**config.mk**
```make
export PLATFORM = sky130hd
export DESIGN_NAME = systolic_mm_controller
export DESIGN_NICKNAME = d
export VERILOG_FILES = /design/src/rtl/systolic_mm_controller.sv
export SDC_FILE = /design/constraint.sdc
export NUM_CORES = 2
export LEC_CHECK = 0
export CAP_MARGIN = 20
export CORE_AREA = 3 3 414 416
export CTS_CLUSTER_DIAMETER = 120
export DETAILED_ROUTE_END_ITERATION = 7
export DIE_AREA = 0 0 417 419
export PLACE_DENSITY_LB_ADDON = 0.2
export SLEW_MARGIN = 20
export SYNTH_ARGS = -nofsm -noshare
export SYNTH_HDL_FRONTEND = slang
export SYNTH_SLANG_ARGS = --single-unit
```
**constraint.sdc**
```tcl
create_clock -name clk -period 53 [get_ports clk]
set_clock_uncertainty 0.05 [all_clocks]
set_input_delay 7.95 -clock clk [delete_from_list [all_inputs] [get_ports clk]]
set_output_delay 7.95 -clock clk [all_outputs]
set_load 0.01 [all_outputs]
```
**src/rtl/systolic_mm_controller.sv**
```systemverilog
// Sequencer for a 5x5 output-stationary systolic array: triangular operand skew,
// per-PE clear/accumulate/drain control and bottom-row-first result readout.

module systolic_mm_controller #(
    parameter int N  = 32,
    parameter int KW = 8
) (
    input  logic             clk,
    input  logic             rst,
    input  logic             start,
    input  logic [KW-1:0]    k_len,
    output logic             busy,
    output logic             done,
    input  logic             in_valid,
    output logic             in_ready,
    input  logic [5*N-1:0]   a_col,
    input  logic [5*N-1:0]   b_row,
    output logic [5*N-1:0]   arr_a,
    output logic [5*N-1:0]   arr_b,
    input  logic [5*N-1:0]   arr_bout,
    output logic [24:0]      pe_clr,
    output logic [24:0]      pe_read,
    output logic [24:0]      pe_write,
    output logic             res_valid,
    output logic [2:0]       res_row,
    output logic [5*N-1:0]   res_data
);

    typedef enum logic [2:0] {
        S_IDLE  = 3'd0,
        S_CLEAR = 3'd1,
        S_FEED  = 3'd2,
        S_FLUSH = 3'd3,
        S_DRAIN = 3'd4,
        S_DONE  = 3'd5
    } state_t;

    localparam logic [KW-1:0] K_ZERO     = {KW{1'b0}};
    localparam logic [KW-1:0] K_ONE      = {{(KW-1){1'b0}}, 1'b1};
    localparam logic [3:0]    FLUSH_LAST = 4'd8;
    localparam logic [3:0]    DRAIN_LAST = 4'd9;

    state_t          r_state;
    state_t          w_next;
    logic [KW-1:0]   r_k_len;
    logic [KW-1:0]   r_beat_cnt;
    logic [3:0]      r_phase_cnt;

    logic            r_busy;
    logic            r_done;
    logic            r_in_ready;
    logic            r_pe_clr_all;
    logic            r_pe_drain_all;
    logic            r_res_valid;
    logic [2:0]      r_res_row;
    logic [5*N-1:0]  r_res_data;

    logic            w_accept;
    logic            w_last_beat;
    logic            w_capture;
    logic            w_skew_clr;
    logic [5*N-1:0]  w_a_in;
    logic [5*N-1:0]  w_b_in;

    assign w_accept    = (r_state == S_FEED) && in_valid;
    assign w_last_beat = w_accept && (r_beat_cnt == (r_k_len - K_ONE));
    // Odd phase count in DRAIN is an even drain cycle d: the row has reached arr_bout.
    assign w_capture   = (r_state == S_DRAIN) && r_phase_cnt[0];
    assign w_skew_clr  = (r_state == S_CLEAR);
    // Stall cycles and all non-FEED cycles inject zero slots into every lane.
    assign w_a_in      = w_accept ? a_col : {(5*N){1'b0}};
    assign w_b_in      = w_accept ? b_row : {(5*N){1'b0}};

    // State register
    always_ff @(posedge clk or posedge rst) begin
        if (rst) begin
            r_state <= S_IDLE;
        end else begin
            r_state <= w_next;
        end
    end

    // Next-state decode
    always_comb begin
        w_next = r_state;
        case (r_state)
            S_IDLE: begin
                if (start) w_next = S_CLEAR;
                else       w_next = S_IDLE;
            end
            S_CLEAR: begin
                if (r_k_len == K_ZERO) w_next = S_FLUSH;
                else                   w_next = S_FEED;
            end
            S_FEED: begin
                if (w_last_beat) w_next = S_FLUSH;
                else             w_next = S_FEED;
            end
            S_FLUSH: begin
                if (r_phase_cnt == FLUSH_LAST) w_next = S_DRAIN;
                else                           w_next = S_FLUSH;
            end
            S_DRAIN: begin
                if (r_phase_cnt == DRAIN_LAST) w_next = S_DONE;
                else                           w_next = S_DRAIN;
            end
            S_DONE:  w_next = S_IDLE;
            default: w_next = S_IDLE;
        endcase
    end

    // Job length capture, accepted-beat counter and FLUSH/DRAIN phase counter
    always_ff @(posedge clk or posedge rst) begin
        if (rst) begin
            r_k_len     <= K_ZERO;
            r_beat_cnt  <= K_ZERO;
            r_phase_cnt <= 4'd0;
        end else begin
            if ((r_state == S_IDLE) && start) begin
                r_k_len <= k_len;
            end else begin
                r_k_len <= r_k_len;
            end
            if (r_state == S_CLEAR) begin
                r_beat_cnt <= K_ZERO;
            end else if (w_accept) begin
                r_beat_cnt <= r_beat_cnt + K_ONE;
            end else begin
                r_beat_cnt <= r_beat_cnt;
            end
            if ((w_next != r_state) || ((r_state != S_FLUSH) && (r_state != S_DRAIN))) begin
                r_phase_cnt <= 4'd0;
            end else begin
                r_phase_cnt <= r_phase_cnt + 4'd1;
            end
        end
    end

    // Control outputs registered from the next state so they align with it
    always_ff @(posedge clk or posedge rst) begin
        if (rst) begin
            r_busy         <= 1'b0;
            r_done         <= 1'b0;
            r_in_ready     <= 1'b0;
            r_pe_clr_all   <= 1'b0;
            r_pe_drain_all <= 1'b0;
        end else begin
            r_busy         <= (w_next != S_IDLE);
            r_done         <= (w_next == S_DONE);
            r_in_ready     <= (w_next == S_FEED);
            r_pe_clr_all   <= (w_next == S_CLEAR);
            r_pe_drain_all <= (w_next == S_DRAIN);
        end
    end

    // Result capture: bottom row exits the array first, one row every two drain cycles
    always_ff @(posedge clk or posedge rst) begin
        if (rst) begin
            r_res_valid <= 1'b0;
            r_res_row   <= 3'd0;
            r_res_data  <= {(5*N){1'b0}};
        end else begin
            r_res_valid <= w_capture;
            if (w_capture) begin
                r_res_row  <= 3'd4 - r_phase_cnt[3:1];
                r_res_data <= arr_bout;
            end else begin
                r_res_row  <= r_res_row;
                r_res_data <= r_res_data;
            end
        end
    end

    // Triangular skew: lane g is delayed by g+1 register stages
    for (genvar g = 0; g < 5; g++) begin : g_lane
        logic [N-1:0] r_a_pipe [0:g];
        logic [N-1:0] r_b_pipe [0:g];

        // Skew shift register for lane g of A and B
        always_ff @(posedge clk or posedge rst) begin
            if (rst) begin
                for (int s = 0; s <= g; s++) begin
                    r_a_pipe[s] <= {N{1'b0}};
                    r_b_pipe[s] <= {N{1'b0}};
                end
            end else if (w_skew_clr) begin
                for (int s = 0; s <= g; s++) begin
                    r_a_pipe[s] <= {N{1'b0}};
                    r_b_pipe[s] <= {N{1'b0}};
                end
            end else begin
                r_a_pipe[0] <= w_a_in[g*N +: N];
                r_b_pipe[0] <= w_b_in[g*N +: N];
                for (int s = g; s > 0; s--) begin
                    r_a_pipe[s] <= r_a_pipe[s-1];
                    r_b_pipe[s] <= r_b_pipe[s-1];
                end
            end
        end

        assign arr_a[g*N +: N] = r_a_pipe[g];
        assign arr_b[g*N +: N] = r_b_pipe[g];
    end

    assign busy      = r_busy;
    assign done      = r_done;
    assign in_ready  = r_in_ready;
    assign pe_clr    = {25{r_pe_clr_all}};
    assign pe_read   = {25{r_pe_drain_all}};
    assign pe_write  = {25{r_pe_drain_all}};
    assign res_valid = r_res_valid;
    assign res_row   = r_res_row;
    assign res_data  = r_res_data;

endmodule

```
==> metrics <==
Vias=21720; total track usage=approximately an eighth; Worst-Margin Slew=about 1.0 ns; first-pass GRT wire length=161800 µm; Period minus WS final=11.61 ns; final wirelength=around 110000 µm; Worst-Skew Late Latency=0.76 ns; Setup Buffers After CTS=0; PostCTS Resize Cnt=0; Net Sw Frac=a little under a quarter; setup TNS=0 ns; initial antenna violation count=28; io pins=about 1100; Routed Antenna Nets=0; Placed Area=a little over 50000 µm²; Final Setup Violations=0; Hold Path Depth=1; crit-path max FO=~170; CP max stage cell=buf_4; CTS tree=yes; Non-Filler Instances=between 5000 and 6000; synthesized flop and latch total=roughly 1200; area of the core=167600 µm²; Die ar.=between 150000 and 200000 µm²; WP data required=about 54 ns; max-slew violations=0; most common cell after layout, fill and taps aside=dfrtp_1; Internal Power=~1.7 mW; RSZ-0062 raised after global routing=no; Reg power frac=between 40% and 50%; DRT Pass-1 Iters=4; fin crit share=a little over a fifth; Max H-tree Level=4; CTS Sinks=1152; largest net degree at the start of global routing=roughly 260; Hold Crit Class=flip-flop to flip-flop; most frequent cells in the layout=1152 x dfrtp_1, 1053 x clkdlybuf4s50_1, 960 x and2_1; crit path DAT=12.33 ns; final hold violations=0; top_reg_cell synth=dfrtp_1; Max-Cap Viols=0; Via density=3.664; Clk pwr share=about two fifths; Cells after DPL=5670; DR iter-0 viols=approximately 1200; critical path class=primary input to async pin; vias in the first global route=22620; critical path's largest stage delay=between 0.7 and 0.8 ns; FILL cells=~17000; CTS clock-pin slew for the worst setup and hold paths=around 0.05 ns; NumNets Final=approximately 4000; # hold bufs at CTS=0; Port Buffer Count=1053; number of flops mapped to enable cells by yosys=0; NetSw=around 0.53 mW; root buffer cell=clkbuf_16; Mean Syn Cell Area=about 14 µm²; number of remaining DRC errors=0; Seq/Total Area, Yosys=71.32%; Cell variety after synth=40; total grt overflow=0; CP startpoint kind=primary input; status=complete, no violations; Starting Density=between 20% and 30%; DP HPWL=~80000 µm; die width=417 µm; fin area=~56000 µm²; Avg WL per Cell=19.07 µm; area grow syn2layout=37.85%; cell leakage power=between 20 and 30 nW; yosys synthesis warning count=0; endpoint class of the critical path=async pin; PwrDens=40.95 nW/µm²; row count=150; FF-to-FF path depth=7; Max Buffers Root-to-Sink=3; ys async rst share=between 90% and 100%; peak supply drop=between 0.03 and 0.04 mV; Mapped Cells=approximately 2900; area of the mapped netlist=approximately 40000 µm²; Rel. slew slack=between 30% and 40%; die span in y=roughly 420 µm; share of the core filled with cells=between 30% and 40%; share of cells above drive strength 1=between 10% and 20%; worst-path cell chain=clkdlybuf4s50_1 > inv_8 > buf_12 > buf_4 > buf_12 > buf_4; GPL Wtd Cong=approximately 0.77; syn nets=3349; Max Clock Freq=between 80 and 90 MHz; CTS buffer count=137; combinational power share=~13%
==> final timing paths <==
check | from | to | slack (ns)
setup / recovery | rst | res_data[144] | 41.39
hold / removal | g_lane[4].r_a_pipe[82] | g_lane[4].r_a_pipe[50] | 0.38
setup reg to reg | r_state[0] | res_data[141] | 48.93
max in group clk | r_pe_clr_all | pe_clr[4] | 42.60
min in group asynchronous | rst | g_lane[0].r_b_pipe[30] | 7.68
hold reg to reg | g_lane[4].r_a_pipe[82] | g_lane[4].r_a_pipe[50] | 0.38
==> worst max-delay path: cells and delay by family <==
kind | cells | cell delay (ns)
buffers and inverters | 6 | 3.81
==> cell usage after synthesis (all sizes together), types with 2 or more instances <==
library cell     n  share of area, %
xnor2            8              0.17
nand4            5             0.077
inv              8             0.074
mux2           167               4.7
nand3            3             0.037
clkbuf         107              0.99
dfrtp         1152                71
nor3             5             0.062
o21ai            4             0.050
nand2           14              0.13
and2           960                15
and3             4             0.062
nor3b            2             0.037
mux2i            2             0.050
xor2             9              0.20
a21oi            3             0.037
nor2            20              0.19
buf            351               6.4
ha               7              0.22
==> through the flow <==
| step | hold WS (ns) | power [mW] | setup slack (ns) |
|---|---|---|---|
| final | 0.3822 | 2.282 | 41.39 |
| after global routing | 0.3990 | 2.398 | 40.79 |
| after CTS | 0.3795 | 2.335 | 41.29 |
| after detailed placement | 0.3822 | 1.350 | 40.43 |
| after global placement | 0.3792 | 1.347 | 40.43 |
| after floorplan | 0.3777 | 1.221 | 12.55 |
==> sequential cells by signal (all words and copies together) (netlist names) <==
signal	cells
g_lane.r_a_pipe	352
g_lane.r_b_pipe	352
res_data	160
arr_a	128
arr_b	128
r_beat_cnt	8
r_k_len	8
r_phase_cnt	4
r_state	3
res_row	3
busy	1
done	1
in_ready	1
r_pe_clr_all	1
r_pe_drain_all	1
res_valid	1
==> kinds of logic (layout without fill, tap and decap cells) <==
group / after synthesis / in the layout / share of synthesized area [%]
AO/OA/AOI/OAI: 15 / 15 / 0.2446
AND/OR/NAND/NOR: 1024 / 1024 / 15.69
multiplexers: 169 / 169 / 4.702
buffers and inverters: 466 / 1325 / 7.463
adder cells (fa/ha/maj): 7 / 7 / 0.2167
XOR/XNOR: 17 / 17 / 0.3684
flip-flops: 1152 / 1152 / 71.32
other: 0 / 15 / 0
==> power groups by stage <==
| stage | combinational [mW] | clock [mW] | sequential (mW) |
|---|---|---|---|
| 2_1_floorplan | 0.174 | 0 | 1.05 |
| 3_3_place_gp | 0.299 | 0 | 1.05 |
| 4_1_cts | 0.302 | 1.00 | 1.03 |
| 5_1_grt | 0.320 | 1.03 | 1.04 |
| 3_5_place_dp | 0.301 | 0 | 1.05 |
| 6_report | 0.291 | 0.959 | 1.03 |
==> final cells by class <==
| type | count | area, µm² | share of cell area [%] |
|---|---|---|---|
| clock inverters | 34 | 450.4 | 0.8084 |
| flip-flops and latches | 1152 | 28830 | 51.73 |
| repair buffers | 1074 | 10770 | 19.33 |
| diodes | 15 | 37.54 | 0.06736 |
| inverters | 8 | 37.54 | 0.06736 |
| multi-input cells | 1232 | 8600 | 15.43 |
| well taps | 2204 | 2758 | 4.949 |
| clock buffers | 209 | 4239 | 7.608 |
==> layer usage <==
layer	vias to the layer above	GRT usage, %	wire, µm
li1	10050	-	-
met1	10810	14.34	42540
met2	655	21.97	58240
met3	198	4.405	8238
met4	4	5.307	3974
met5	-	0	34
Note: power is estimated with default switching activity, not from simulation.
==> edit: new RTL, same flow settings <==
Reset style: synchronous (`rst`), changed in 5 clocked blocks.
--- a/src/rtl/systolic_mm_controller.sv
+++ b/src/rtl/systolic_mm_controller.sv
@@ -73,5 +73,5 @@
 
     // State register
-    always_ff @(posedge clk or posedge rst) begin
+    always_ff @(posedge clk) begin
         if (rst) begin
             r_state <= S_IDLE;
@@ -111,5 +111,5 @@
 
     // Job length capture, accepted-beat counter and FLUSH/DRAIN phase counter
-    always_ff @(posedge clk or posedge rst) begin
+    always_ff @(posedge clk) begin
         if (rst) begin
             r_k_len     <= K_ZERO;
@@ -138,5 +138,5 @@
 
     // Control outputs registered from the next state so they align with it
-    always_ff @(posedge clk or posedge rst) begin
+    always_ff @(posedge clk) begin
         if (rst) begin
             r_busy         <= 1'b0;
@@ -155,5 +155,5 @@
 
     // Result capture: bottom row exits the array first, one row every two drain cycles
-    always_ff @(posedge clk or posedge rst) begin
+    always_ff @(posedge clk) begin
         if (rst) begin
             r_res_valid <= 1'b0;
@@ -178,5 +178,5 @@
 
         // Skew shift register for lane g of A and B
-        always_ff @(posedge clk or posedge rst) begin
+        always_ff @(posedge clk) begin
             if (rst) begin
                 for (int s = 0; s <= g; s++) begin
Check against the original RTL: differs if rst is asserted again (counterexample within 4 cycles, from zero or initial values and one cycle with rst high); with rst held inactive, the same outputs for 4 cycles.
==> edit against the unedited design <==
Non-clock buffer count decreased by 2; combinational power decreased by 47%; wire length increased by 20%; sequential cell count unchanged; cell count increased by 21%; die area unchanged; worst setup slack improved by 720 ps; largest cell class unchanged; power decreased by 7.9%; register-to-register slack improved by 350 ps; synthesized cell count increased by 12%; design area increased by 12%; synthesized area increased by 7.6%; sequential share of layout area decreased by 0.24 points.
==> edit: results (changes against the unedited design) <==
Logic synthesis
  • FFs w/ async S/R, synth: 0 (-1.00)
  • Commonest cells in the synthesized netlist: edfxtp_1, and2_1, nand2_1
  • Top post-synthesis cells by area: edfxtp_1, dfxtp_1, and2_1
  • Number of synthesized flops with an enable pin: 896 (+896)

Run status
  • Status: finished clean

STA
  • Hold slack final: 384 ps (+2.24 ps)
  • Slew @ Worst Pin: 1110 ps (+112 ps)
  • Post-layout min period: 10900 ps (-719 ps)

Clock tree
  • Cts bufs inserted: 139 (+1.5%)

Power and ir drop
  • Switch Pwr: 0.000472 W (-12%)
  • Peak VDD IR: 0.0000316 V (-1.9%)
  • Power per cell area: 33.8 mW/mm^2 (-17%)

Layout
  • Share of cells above drive strength 1: 0.0427 (-0.0635)
  • Final non-filler cell total: 7183 (+21%)

Detailed routing
  • Vias per cell: 3.74 (+2.1%)
  • 1st-pass router iterations: 8 (+4)
  • Wire per inst: 18.8 um (-1.3%)

Global routing
  • Pin count of the biggest net entering global routing: 280 (+9.8%)
  • Gr usage total: 0.152 (+0.0246)
  • First-pass GRT wire length: 189000 um (+16%)
  • Vias in the first global route: 26900 (+19%)

Place
  • Cell Area, Placed: 0.0578 mm^2 (+13%)
  • RD Place Congestion: 0.835 (+8.8%)
  • Cells after DPL: 6915 (+22%)
  • HPWL Detailed: 99400 um (+24%)
  • Pre-CTS WS: 41240 ps (+819 ps)

Worst setup path
  • Flop2flop setup slack: 49280 ps (+350 ps)
  • R2R depth: 5 (-2)
edit: cell types whose count changed in the layout (fill, tap and decap cells not counted), moves of 256 or more:
cell / unedited run / this run
dfrtp_1: 1152 / 0
conb_1: 0 / 896
edfxtp_1: 0 / 896
nand2_1: 14 / 348
and3_1: 4 / 326
and2_1: 960 / 640
dfxtp_1: 0 / 256
edit: final timing paths:
kind                                                          start                                endpoint
worst max register to register                r_state[0]$_SDFF_PP0_  g_lane[1].r_a_pipe[0][2]$_SDFFCE_PN0P_
worst min register to register  g_lane[3].r_b_pipe[2][16]$_DFFE_PP_  g_lane[3].r_b_pipe[3][16]$_SDFFE_PP0P_
worst min-delay path            g_lane[3].r_b_pipe[2][16]$_DFFE_PP_  g_lane[3].r_b_pipe[3][16]$_SDFFE_PP0P_
worst max-delay path                                       in_valid  g_lane[1].r_a_pipe[0][2]$_SDFFCE_PN0P_
edit: cells by family (layout without fill, tap and decap cells):
| group | Yosys count | in the layout | synth area share |
|---|---|---|---|
| simple gates | 1363 | 1363 | 0.175 |
| flops | 1152 | 1152 | 0.736 |
| buf+inv | 450 | 1332 | 0.0597 |
| compound gates | 192 | 192 | 0.0231 |
| xor+xnor | 19 | 19 | 0.00383 |
| fa+ha+maj | 7 | 7 | 0.00201 |
| other cells | 1 | 913 | 0.0000862 |
| mux | 1 | 1 | 0.000230 |
edit: routing by layer:
layer  GRT usage  up-vias  routed length (um)
li1            -    13200                   -
met1       0.134    12600               42700
met2       0.297      737               75800
met3      0.0684      288               11700
met4      0.0578       44                4600
met5           0        -                 314
edit: final cells by class:
class,instances,area (um^2)
Tap cell,2204,2760
Timing Repair Buffer,1072,10700
Inverter,9,33.8
Multi-Input combinational cell,2478,12300
Antenna cell,17,42.5
Clock inverter,48,434
Sequential cell,1152,32000
Clock buffer,203,3910
Fill cell,16500,105000
